### config.mk
export PLATFORM = sky130hd
export DESIGN_NAME = multicycle_addsub
export DESIGN_NICKNAME = d
export VERILOG_FILES = /design/src/rtl/multicycle_addsub_pkg.sv /design/src/rtl/multicycle_addsub_slice_adder.sv /design/src/rtl/multicycle_addsub.sv
export SDC_FILE = /design/constraint.sdc
export NUM_CORES = 1
export LEC_CHECK = 0
export CAP_MARGIN = 5
export CORE_MARGIN = 1
export CORE_UTILIZATION = 30
export CTS_CLUSTER_DIAMETER = 200
export DETAILED_ROUTE_END_ITERATION = 12
export GPL_ROUTABILITY_DRIVEN = 0
export GPL_TIMING_DRIVEN = 0
export RECOVER_POWER = 50
export SETUP_SLACK_MARGIN = 0.1
export SYNTH_ARGS = -nofsm -noshare
export SYNTH_HDL_FRONTEND = slang
export SYNTH_HIERARCHICAL = 1
export SYNTH_SLANG_ARGS = --single-unit
### constraint.sdc
create_clock -name CLOCK_50 -period 4.37 [get_ports CLOCK_50]
set_input_delay 1.311 -clock CLOCK_50 [delete_from_list [all_inputs] [get_ports CLOCK_50]]
set_output_delay 1.311 -clock CLOCK_50 [all_outputs]
set_load 0.01 [all_outputs]
### src/rtl/multicycle_addsub_pkg.sv
`default_nettype none
// ============================================================================
//  Module      : multicycle_addsub_pkg
//  Description : Shared definitions for the multicycle add/subtract datapath:
//                opcode encodings, FSM state encodings and the slice-counter
//                width helper.
//  Revision    : 1.0 - initial release
// ============================================================================
package multicycle_addsub_pkg;

  // Opcodes. Bit 1 selects the accumulator as the left operand; bit 0
  // selects subtraction (invert right operand, carry-in of 1).
  localparam logic [1:0] OP_ADD    = 2'b00;
  localparam logic [1:0] OP_SUB    = 2'b01;
  localparam logic [1:0] OP_ACC    = 2'b10;
  localparam logic [1:0] OP_ACCSUB = 2'b11;

  localparam logic [0:0] ST_IDLE = 1'b0;
  localparam logic [0:0] ST_RUN  = 1'b1;

  // Bits needed to count 0..n-1; never less than one so the counter always
  // exists, even when a single slice covers the whole word.
  function automatic int cnt_width(input int n);
    int w;
    w = 1;
    for (int i = 1; i < 32; i++) begin
      if ((1 << w) < n) w = w + 1;
    end
    return w;
  endfunction

endpackage
`default_nettype wire

### src/rtl/multicycle_addsub_slice_adder.sv
`default_nettype none
// ============================================================================
//  Module      : slice_adder
//  Description : SLICE-bit ripple-carry adder built from full-adder cells.
//                Also exposes the carry into the slice MSB so the parent can
//                derive signed overflow on the final slice.
//  Ports       : x, y   - operand slices
//                cin    - carry into bit 0
//                sum    - slice sum
//                cout   - carry out of the slice MSB
//                c_msb  - carry into the slice MSB
//  Revision    : 1.0 - initial release
// ============================================================================
module slice_adder #(
  parameter int SLICE = 4
) (
  input  logic [SLICE-1:0] x,
  input  logic [SLICE-1:0] y,
  input  logic             cin,
  output logic [SLICE-1:0] sum,
  output logic             cout,
  output logic             c_msb
);

  logic [SLICE:0] w_c;

  assign w_c[0] = cin;

  for (genvar i = 0; i < SLICE; i++) begin : g_fa
    assign sum[i]   = x[i] ^ y[i] ^ w_c[i];
    assign w_c[i+1] = (x[i] & y[i]) | (x[i] & w_c[i]) | (y[i] & w_c[i]);
  end

  assign cout  = w_c[SLICE];
  assign c_msb = w_c[SLICE-1];

endmodule
`default_nettype wire

### src/rtl/multicycle_addsub.sv
`default_nettype none
// ============================================================================
//  Module      : multicycle_addsub
//  Description : WIDTH-bit two's-complement add / subtract / accumulate unit
//                that reuses one SLICE-bit ripple adder over WIDTH/SLICE
//                cycles, LSB slice first, behind a start/busy/done handshake.
//  Ports       : CLOCK_50   - clock, rising edge
//                KEY0       - asynchronous active-low reset
//                start      - request, sampled only while idle
//                op         - 00 S=A+B, 01 S=A-B, 10 S=S+A, 11 S=S-A
//                A, B       - operands (B unused for accumulate ops)
//                clear      - synchronous clear of result/flags, aborts RUN
//                busy       - operation in progress
//                done       - one-cycle pulse, S/cout/overflow updated
//                S          - result register
//                cout       - carry out of MSB (subtract: 1 = no borrow)
//                overflow   - signed overflow of last operation
//                sticky_ovf - OR of overflow since last clear/reset
//  Revision    : 1.0 - initial release
// ============================================================================
module multicycle_addsub
  import multicycle_addsub_pkg::*;
#(
  parameter int WIDTH = 16,
  parameter int SLICE = 4
) (
  input  logic             CLOCK_50,
  input  logic             KEY0,
  input  logic             start,
  input  logic [1:0]       op,
  input  logic [WIDTH-1:0] A,
  input  logic [WIDTH-1:0] B,
  input  logic             clear,
  output logic             busy,
  output logic             done,
  output logic [WIDTH-1:0] S,
  output logic             cout,
  output logic             overflow,
  output logic             sticky_ovf
);

  localparam int              c_N    = WIDTH / SLICE;
  localparam int              c_CW   = cnt_width(c_N);
  localparam logic [c_CW-1:0] c_LAST = c_CW'(c_N - 1);

  logic [0:0]       r_state;
  logic [c_CW-1:0]  r_cnt;
  logic [WIDTH-1:0] r_x;
  logic [WIDTH-1:0] r_y;
  logic [WIDTH-1:0] r_work;
  logic             r_carry;
  logic [WIDTH-1:0] r_s;
  logic             r_cout;
  logic             r_ovf;
  logic             r_sticky;
  logic             r_busy;
  logic             r_done;

  logic [WIDTH-1:0] w_opx;
  logic [WIDTH-1:0] w_opy;
  logic [SLICE-1:0] w_sum;
  logic             w_co;
  logic             w_cmsb;
  logic             w_ovf;
  logic [WIDTH-1:0] w_work_next;

  // Operand selection at acceptance. Subtraction is x + ~y + 1, the +1
  // entering as the initial carry (op[0]).
  always_comb begin
    w_opx = A;
    w_opy = B;
    case (op)
      OP_ADD:    begin w_opx = A; w_opy = B;  end
      OP_SUB:    begin w_opx = A; w_opy = ~B; end
      OP_ACC:    begin w_opx = r_s; w_opy = A;  end
      OP_ACCSUB: begin w_opx = r_s; w_opy = ~A; end
      default:   begin w_opx = A; w_opy = B;  end
    endcase
  end

  // Operands are shifted right each cycle so the current slice always sits
  // in the low bits; no variable part-select is needed.
  slice_adder #(
    .SLICE (SLICE)
  ) u_slice_adder (
    .x     (r_x[SLICE-1:0]),
    .y     (r_y[SLICE-1:0]),
    .cin   (r_carry),
    .sum   (w_sum),
    .cout  (w_co),
    .c_msb (w_cmsb)
  );

  // The working sum fills from the top: each new slice enters at the MSB end
  // and earlier slices move down, so after N cycles slice 0 is at bit 0.
  assign w_work_next = (r_work >> SLICE) | (WIDTH'(w_sum) << (WIDTH - SLICE));

  // Only meaningful on the last slice, where c_msb is the carry into bit
  // WIDTH-1 and w_co the carry out of it.
  assign w_ovf = w_cmsb ^ w_co;

  always_ff @(posedge CLOCK_50 or negedge KEY0) begin
    if (!KEY0) begin
      r_state  <= ST_IDLE;
      r_cnt    <= '0;
      r_x      <= '0;
      r_y      <= '0;
      r_work   <= '0;
      r_carry  <= 1'b0;
      r_s      <= '0;
      r_cout   <= 1'b0;
      r_ovf    <= 1'b0;
      r_sticky <= 1'b0;
      r_busy   <= 1'b0;
      r_done   <= 1'b0;
    end else if (clear) begin
      // Clear wins over start and aborts any operation without a done pulse.
      r_state  <= ST_IDLE;
      r_s      <= '0;
      r_cout   <= 1'b0;
      r_ovf    <= 1'b0;
      r_sticky <= 1'b0;
      r_busy   <= 1'b0;
      r_done   <= 1'b0;
    end else begin
      r_done <= 1'b0;
      case (r_state)
        ST_IDLE: begin
          if (start) begin
            r_x     <= w_opx;
            r_y     <= w_opy;
            r_carry <= op[0];
            r_cnt   <= '0;
            r_busy  <= 1'b1;
            r_state <= ST_RUN;
          end
        end
        ST_RUN: begin
          r_x     <= r_x >> SLICE;
          r_y     <= r_y >> SLICE;
          r_carry <= w_co;
          r_work  <= w_work_next;
          r_cnt   <= r_cnt + c_CW'(1);
          if (r_cnt == c_LAST) begin
            r_s      <= w_work_next;
            r_cout   <= w_co;
            r_ovf    <= w_ovf;
            r_sticky <= r_sticky | w_ovf;
            r_busy   <= 1'b0;
            r_done   <= 1'b1;
            r_state  <= ST_IDLE;
          end
        end
        default: begin
          r_state <= ST_IDLE;
          r_busy  <= 1'b0;
        end
      endcase
    end
  end

  assign busy       = r_busy;
  assign done       = r_done;
  assign S          = r_s;
  assign cout       = r_cout;
  assign overflow   = r_ovf;
  assign sticky_ovf = r_sticky;

endmodule
`default_nettype wire

== Word level (Yosys, flattened, before mapping) ==
Index checks and enable logic that the tools add are counted.
Widths: inputs -> output; s select.

* Reductions and logical operators: 9
* Add/subtract/negate cells: 1
* Multiplexer cells: 33
* Equal/unequal tests: 7
* Bitwise gates (word level): 35

{| class="wikitable"
|+ Operators by type and width
! cell !! count
|-
| $pmux 16 s2 || 3
|-
| $mux 16 || 5
|-
| $pmux 16 s4 || 1
|-
| $not 16->16 || 2
|-
| $mux 1 || 19
|-
| $or 12x16->16 || 1
|-
| $and 1x1->1 || 12
|-
| $or 1x1->1 || 9
|-
| $xor 1x1->1 || 9
|-
| $reduce_and 2->1 || 4
|-
| $eq 2x2->1 const B || 3
|-
| $pmux 1 s2 || 3
|-
| $pmux 2 s2 || 1
|-
| $reduce_bool 2->1 || 2
|-
| $reduce_or 2->1 || 2
|-
| $ne 3x2->1 const B || 1
|-
| $ne 3x3->1 const B || 1
|-
| $add 2x1->2 const B || 1
|-
| $eq 2x1->1 const B || 1
|-
| $logic_not 2->1 || 1
|-
| $mux 2 || 1
|-
| $ne 2x2->1 const B || 1
|-
| $not 1->1 || 2
|}

* Output and inout bits: 21
* Register bits after elaboration: 73
* Bits of input ports: 38
* Word-level logic and storage cells: 97

== Logic depth before layout (Yosys ltp) ==
* Word-level depth: 17
* Mapped depth: 11
* Depth with buffers taken out: 11

== By module ==
The synthesis kept the hierarchy.

{| class="wikitable"
|+ By module, submodules not included
! module !! area an instance (µm²) !! cells an instance !! times used !! sequential area each (µm²)
|-
| multicycle_addsub || 3,375.7 || 318 || 1 || 1,726.7
|-
| slice_adder || 117.6 || 14 || 1 || 0.0
|}

== Least setup slack after synthesis ==
No wires, ideal clock.

* Kind: in2reg
* Start: input op[1]
* End: register r_x[5]
* Setup time: 0.125 ns
* Slack: 2.121 ns
* Buffers on the path: 2
* Data required time: 4.245 ns
* Arrival: 2.124 ns
* Cell stages on the path: 5
* Cell sequence: buf_2 > buf_6 > mux2i_1 > o21ai_0 > mux2_4

* Word-level cells in the longest chain between the ends: 5
* Elaborated cells on any way between the ends: 9
* Classes of those cells: 3 x eq/ne; 3 x mux; 3 x reduce/logical

{| class="wikitable"
|+ Ends and longest elaborated chain
! element !! RTL line !! text
|-
| start, declared || multicycle_addsub.sv:30 || <nowiki>input logic [1:0] op,</nowiki>
|-
| $eq 2x2->1 (tied with other cells) || multicycle_addsub.sv:72 || <nowiki>case (op)</nowiki>
|-
| $reduce_or 2->1 (no line) || -- ||
|-
| $pmux 16 s2 * || multicycle_addsub.sv:72 ||
|-
| $mux 16 * || multicycle_addsub.sv:129 || <nowiki>if (start) begin</nowiki>
|-
| $pmux 16 s2 * || multicycle_addsub.sv:127 || <nowiki>case (r_state)</nowiki>
|-
| end signal, assigned || multicycle_addsub.sv:130 || <nowiki>r_x <= w_opx;</nowiki>
|-
| end signal, assigned || multicycle_addsub.sv:139 || <nowiki>r_x <= r_x >> SLICE;</nowiki>
|-
| end, declared || multicycle_addsub.sv:48 || <nowiki>logic [WIDTH-1:0] r_x;</nowiki>
|}

Mark *: on every way between the ends. The rest lies on a longest branch, timed or not. The select of a mux whose other input is x is not followed.
A chain may end at the register's enable or synchronous reset.

== Worst setup path after layout ==
* Start: input clear
* End: register r_x[5]

* Word-level cells in the longest chain between the ends: 2

{| class="wikitable"
|+ Ends and longest elaborated chain
! element !! RTL line !! text
|-
| start, declared || multicycle_addsub.sv:33 || <nowiki>input logic clear,</nowiki>
|-
| $not 1->1 (no line) || -- ||
|-
| $reduce_and 2->1 (no line) || -- ||
|}

Every way passes these cells.

==> results.sh <==
export IMPL_outcome="complete, but fails checks"
export IMPL_violations="max-capacitance violations, max-slew violations"
export IMPL_seqCellArea_um2=1727
export IMPL_dp_hpwl_um=6715
export IMPL_clock_sinks=69
export IMPL_final_setup_skew_ps=9.133
export IMPL_io_pins=59
export IMPL_syn_nets=375
export IMPL_dr_pass1_iters=4
export IMPL_yosysWarnings=6
export IMPL_p_clk_frac=0.367
export IMPL_final_nets=442
export IMPL_clk_pin_slew_worst_paths_ps=60
export IMPL_core_area_um2=11370
export IMPL_p_leak_nw=2.051
export IMPL_multi_input_comb_area_um2=1577
export IMPL_end_kind="register"
export IMPL_sequentialPowerShare=0.441
export IMPL_grt_first_pass_wirelength_um=14080
export IMPL_cp_arrival_ps=3150
export IMPL_netlist_area_um2=3493
export IMPL_cts_buffers=9
export IMPL_worstSetupStartpointType="primary input"
export IMPL_fin_area_um2=4517
export IMPL_cts_repair_resized=0
export IMPL_period_needed_ps=2935
export IMPL_vias=2565
export IMPL_rows=39
export IMPL_rsz0062_at_grt="no"
export IMPL_relSlewSlack=-0.1772
export IMPL_first_global_vias=2652
export IMPL_cts_root_buf="clkbuf_16"
export IMPL_die_x_um=109.9
export IMPL_worstPathMaxFanout=10
export IMPL_layout_commonest_cell="dfrtp_1"
export IMPL_htree_num_levels=3
export IMPL_worstMarginPinSlew_ps=1766
export IMPL_clk_path_buf_depth=2
export IMPL_dieArea_um2=12080
export IMPL_avgSynthCellArea_um2=10.52
export IMPL_fin_crit_sh=0.6717
export IMPL_drc_errors=0
export IMPL_synth_seq_area_share=0.4943
export IMPL_postRouteAntennaNets=0
export IMPL_area_growth_pct=29.30
export IMPL_power_internal_mw=1.368
export IMPL_required_ps=4580
export IMPL_fillCellCount=1128
export IMPL_finalMaxSlewViolations=70
export IMPL_cap_viol_max_count=1
export IMPL_track_usage=0.1607
export IMPL_port_buffers=56
export IMPL_antennaDiodeCount=0
export IMPL_start_util=0.3073
export IMPL_die_height_um=109.9
export IMPL_switching_power_uw=552.3
export IMPL_power_density_nw_per_um2=425.2
export IMPL_viasPerCell=4.689
export IMPL_clock_fmax_mhz=340.7
export IMPL_grt_overflow=0
export IMPL_wl_per_cell_um=16.39
export IMPL_drive_gt1_frac=0.1411
export IMPL_antenna_found_initial=0
export IMPL_final_cell_mix="dfrtp_1, nand2_1, clkdlybuf4s50_1, mux2i_1, a21oi_1"
export IMPL_p_total_mw=1.921
export IMPL_hold_viol_final=0
export IMPL_grt_max_degree=70
export IMPL_setup_viol=0
export IMPL_crit_type="primary input to register"
export IMPL_hp_class="register to register"
export IMPL_ys_types=25
export IMPL_drtIter0Drc=104
export IMPL_cts_hold_buffers=0
export IMPL_combinationalPowerShare=0.192
export IMPL_synth_cells=332
export IMPL_insertion_delay_ps=340
export IMPL_place_area_um2=4230
export IMPL_ys_ff_latch=69
export IMPL_cts_tree="done"
export IMPL_switching_share=0.2876
export IMPL_postCtsSetupRepairBufs=0
export IMPL_drt_total_wl_um=8965
export IMPL_max_vdd_ir_drop_uv=242.2
-- per-layer routing --
metal  share of wire  track usage  wire length, µm
met5               0            0                0
met4           0.016      0.05905              139
met3           0.033      0.03675              299
met2            0.49       0.2607             4416
met1            0.46       0.2085             4109
-- synthesized netlist by cell type --
cell | n | area (µm²)
dfrtp_1 | 69 | 1727
nand2_1 | 59 | 221.5
mux2i_1 | 33 | 330.3
a21oi_1 | 32 | 160.2
mux2_2 | 18 | 202.7
o21ai_0 | 18 | 90.09
o21ai_1 | 17 | 85.08
xor2_1 | 17 | 148.9
and3b_1 | 12 | 105.1
inv_1 | 12 | 45.04
buf_2 | 11 | 55.05
clkbuf_1 | 6 | 22.52
mux2_4 | 5 | 75.07
buf_6 | 4 | 45.04
fa_1 | 4 | 80.08
nor2_1 | 4 | 15.01
buf_4 | 3 | 22.52
and2_1 | 1 | 6.260
ha_1 | 1 | 12.51
mux2_1 | 1 | 11.26
nand2_2 | 1 | 6.260
nand2b_1 | 1 | 6.260
nor2b_1 | 1 | 6.260
o21bai_1 | 1 | 7.510
or2_1 | 1 | 6.260
-- cell families after synthesis --
group                      Yosys count  synth area share
AOI/OAI and AO/OA                   68           0.09814
buffers and inverters               36           0.05444
DFF                                 69            0.4943
xor gates and xnor gates            17           0.04262
and+or+nand+nor                     80            0.1067
adders and majority gates            5           0.02650
muxes                               57            0.1773
-- final cells by class --
cell class | instances | share of cell area
Buffer | 24 | 0.03102
Clock buffer | 11 | 0.05596
Clock inverter | 5 | 0.009141
Inverter | 12 | 0.009972
Multi-Input combinational cell | 227 | 0.3490
Sequential cell | 69 | 0.3823
Tap cell | 143 | 0.03961
Timing Repair Buffer | 56 | 0.1230
-- registers in the layout (all words and copies together) (netlist names) --
name and flops:
S 16, busy 1, cout 1, done 1, overflow 1, r_carry 1
r_cnt 2, r_state 1, r_work 12, r_x 16, r_y 16, sticky_ovf 1
-- through the flow --
step	setup WS, ps	cells	util	hold slack (ps)	setup TNS (ps)
floorplan	2121	332	-	442.9	0
global placement	-379.2	531	0.3723	463.6	-25860
detailed placement	1398	531	0.3721	467.1	0
CTS	1701	547	0.3979	480.8	0
global route	1309	547	0.3973	516.9	0
finish	1435	547	0.3973	478.7	0
-- power by group through the flow --
stage	Clock, mW	Combinational (mW)	Sequential [mW]
final	0.705	0.370	0.847
after global routing	0.739	0.410	0.861
after CTS	0.712	0.374	0.847
after detailed placement	0	0.372	0.858
after global placement	0	0.365	0.854
after floorplan	0	0.241	0.824
-- worst paths after layout --
path	from	to	slack [ps]	cells past startpoint
worst min-delay path	r_y[13]$_DFFE_PN0P_	r_y[13]$_DFFE_PN0P_	480	2
max in group asynchronous	KEY0	r_work[9]$_DFFE_PN0P_	1880	1
worst max register to register	r_y[0]$_DFFE_PN0P_	overflow$_DFFE_PN0P_	2000	11
worst min register to register	r_y[13]$_DFFE_PN0P_	r_y[13]$_DFFE_PN0P_	480	2
min in group asynchronous	KEY0	r_y[4]$_DFFE_PN0P_	1450	1
worst max-delay path	clear	r_x[5]$_DFFE_PN0P_	1430	5
-- critical path, cell delays in order --
cell and delay [ps]:
dlygate4sd3_1 680, o21bai_1 170, clkbuf_1 440, buf_6 240, mux2_4 310
(Power assumes the default switching activity.)
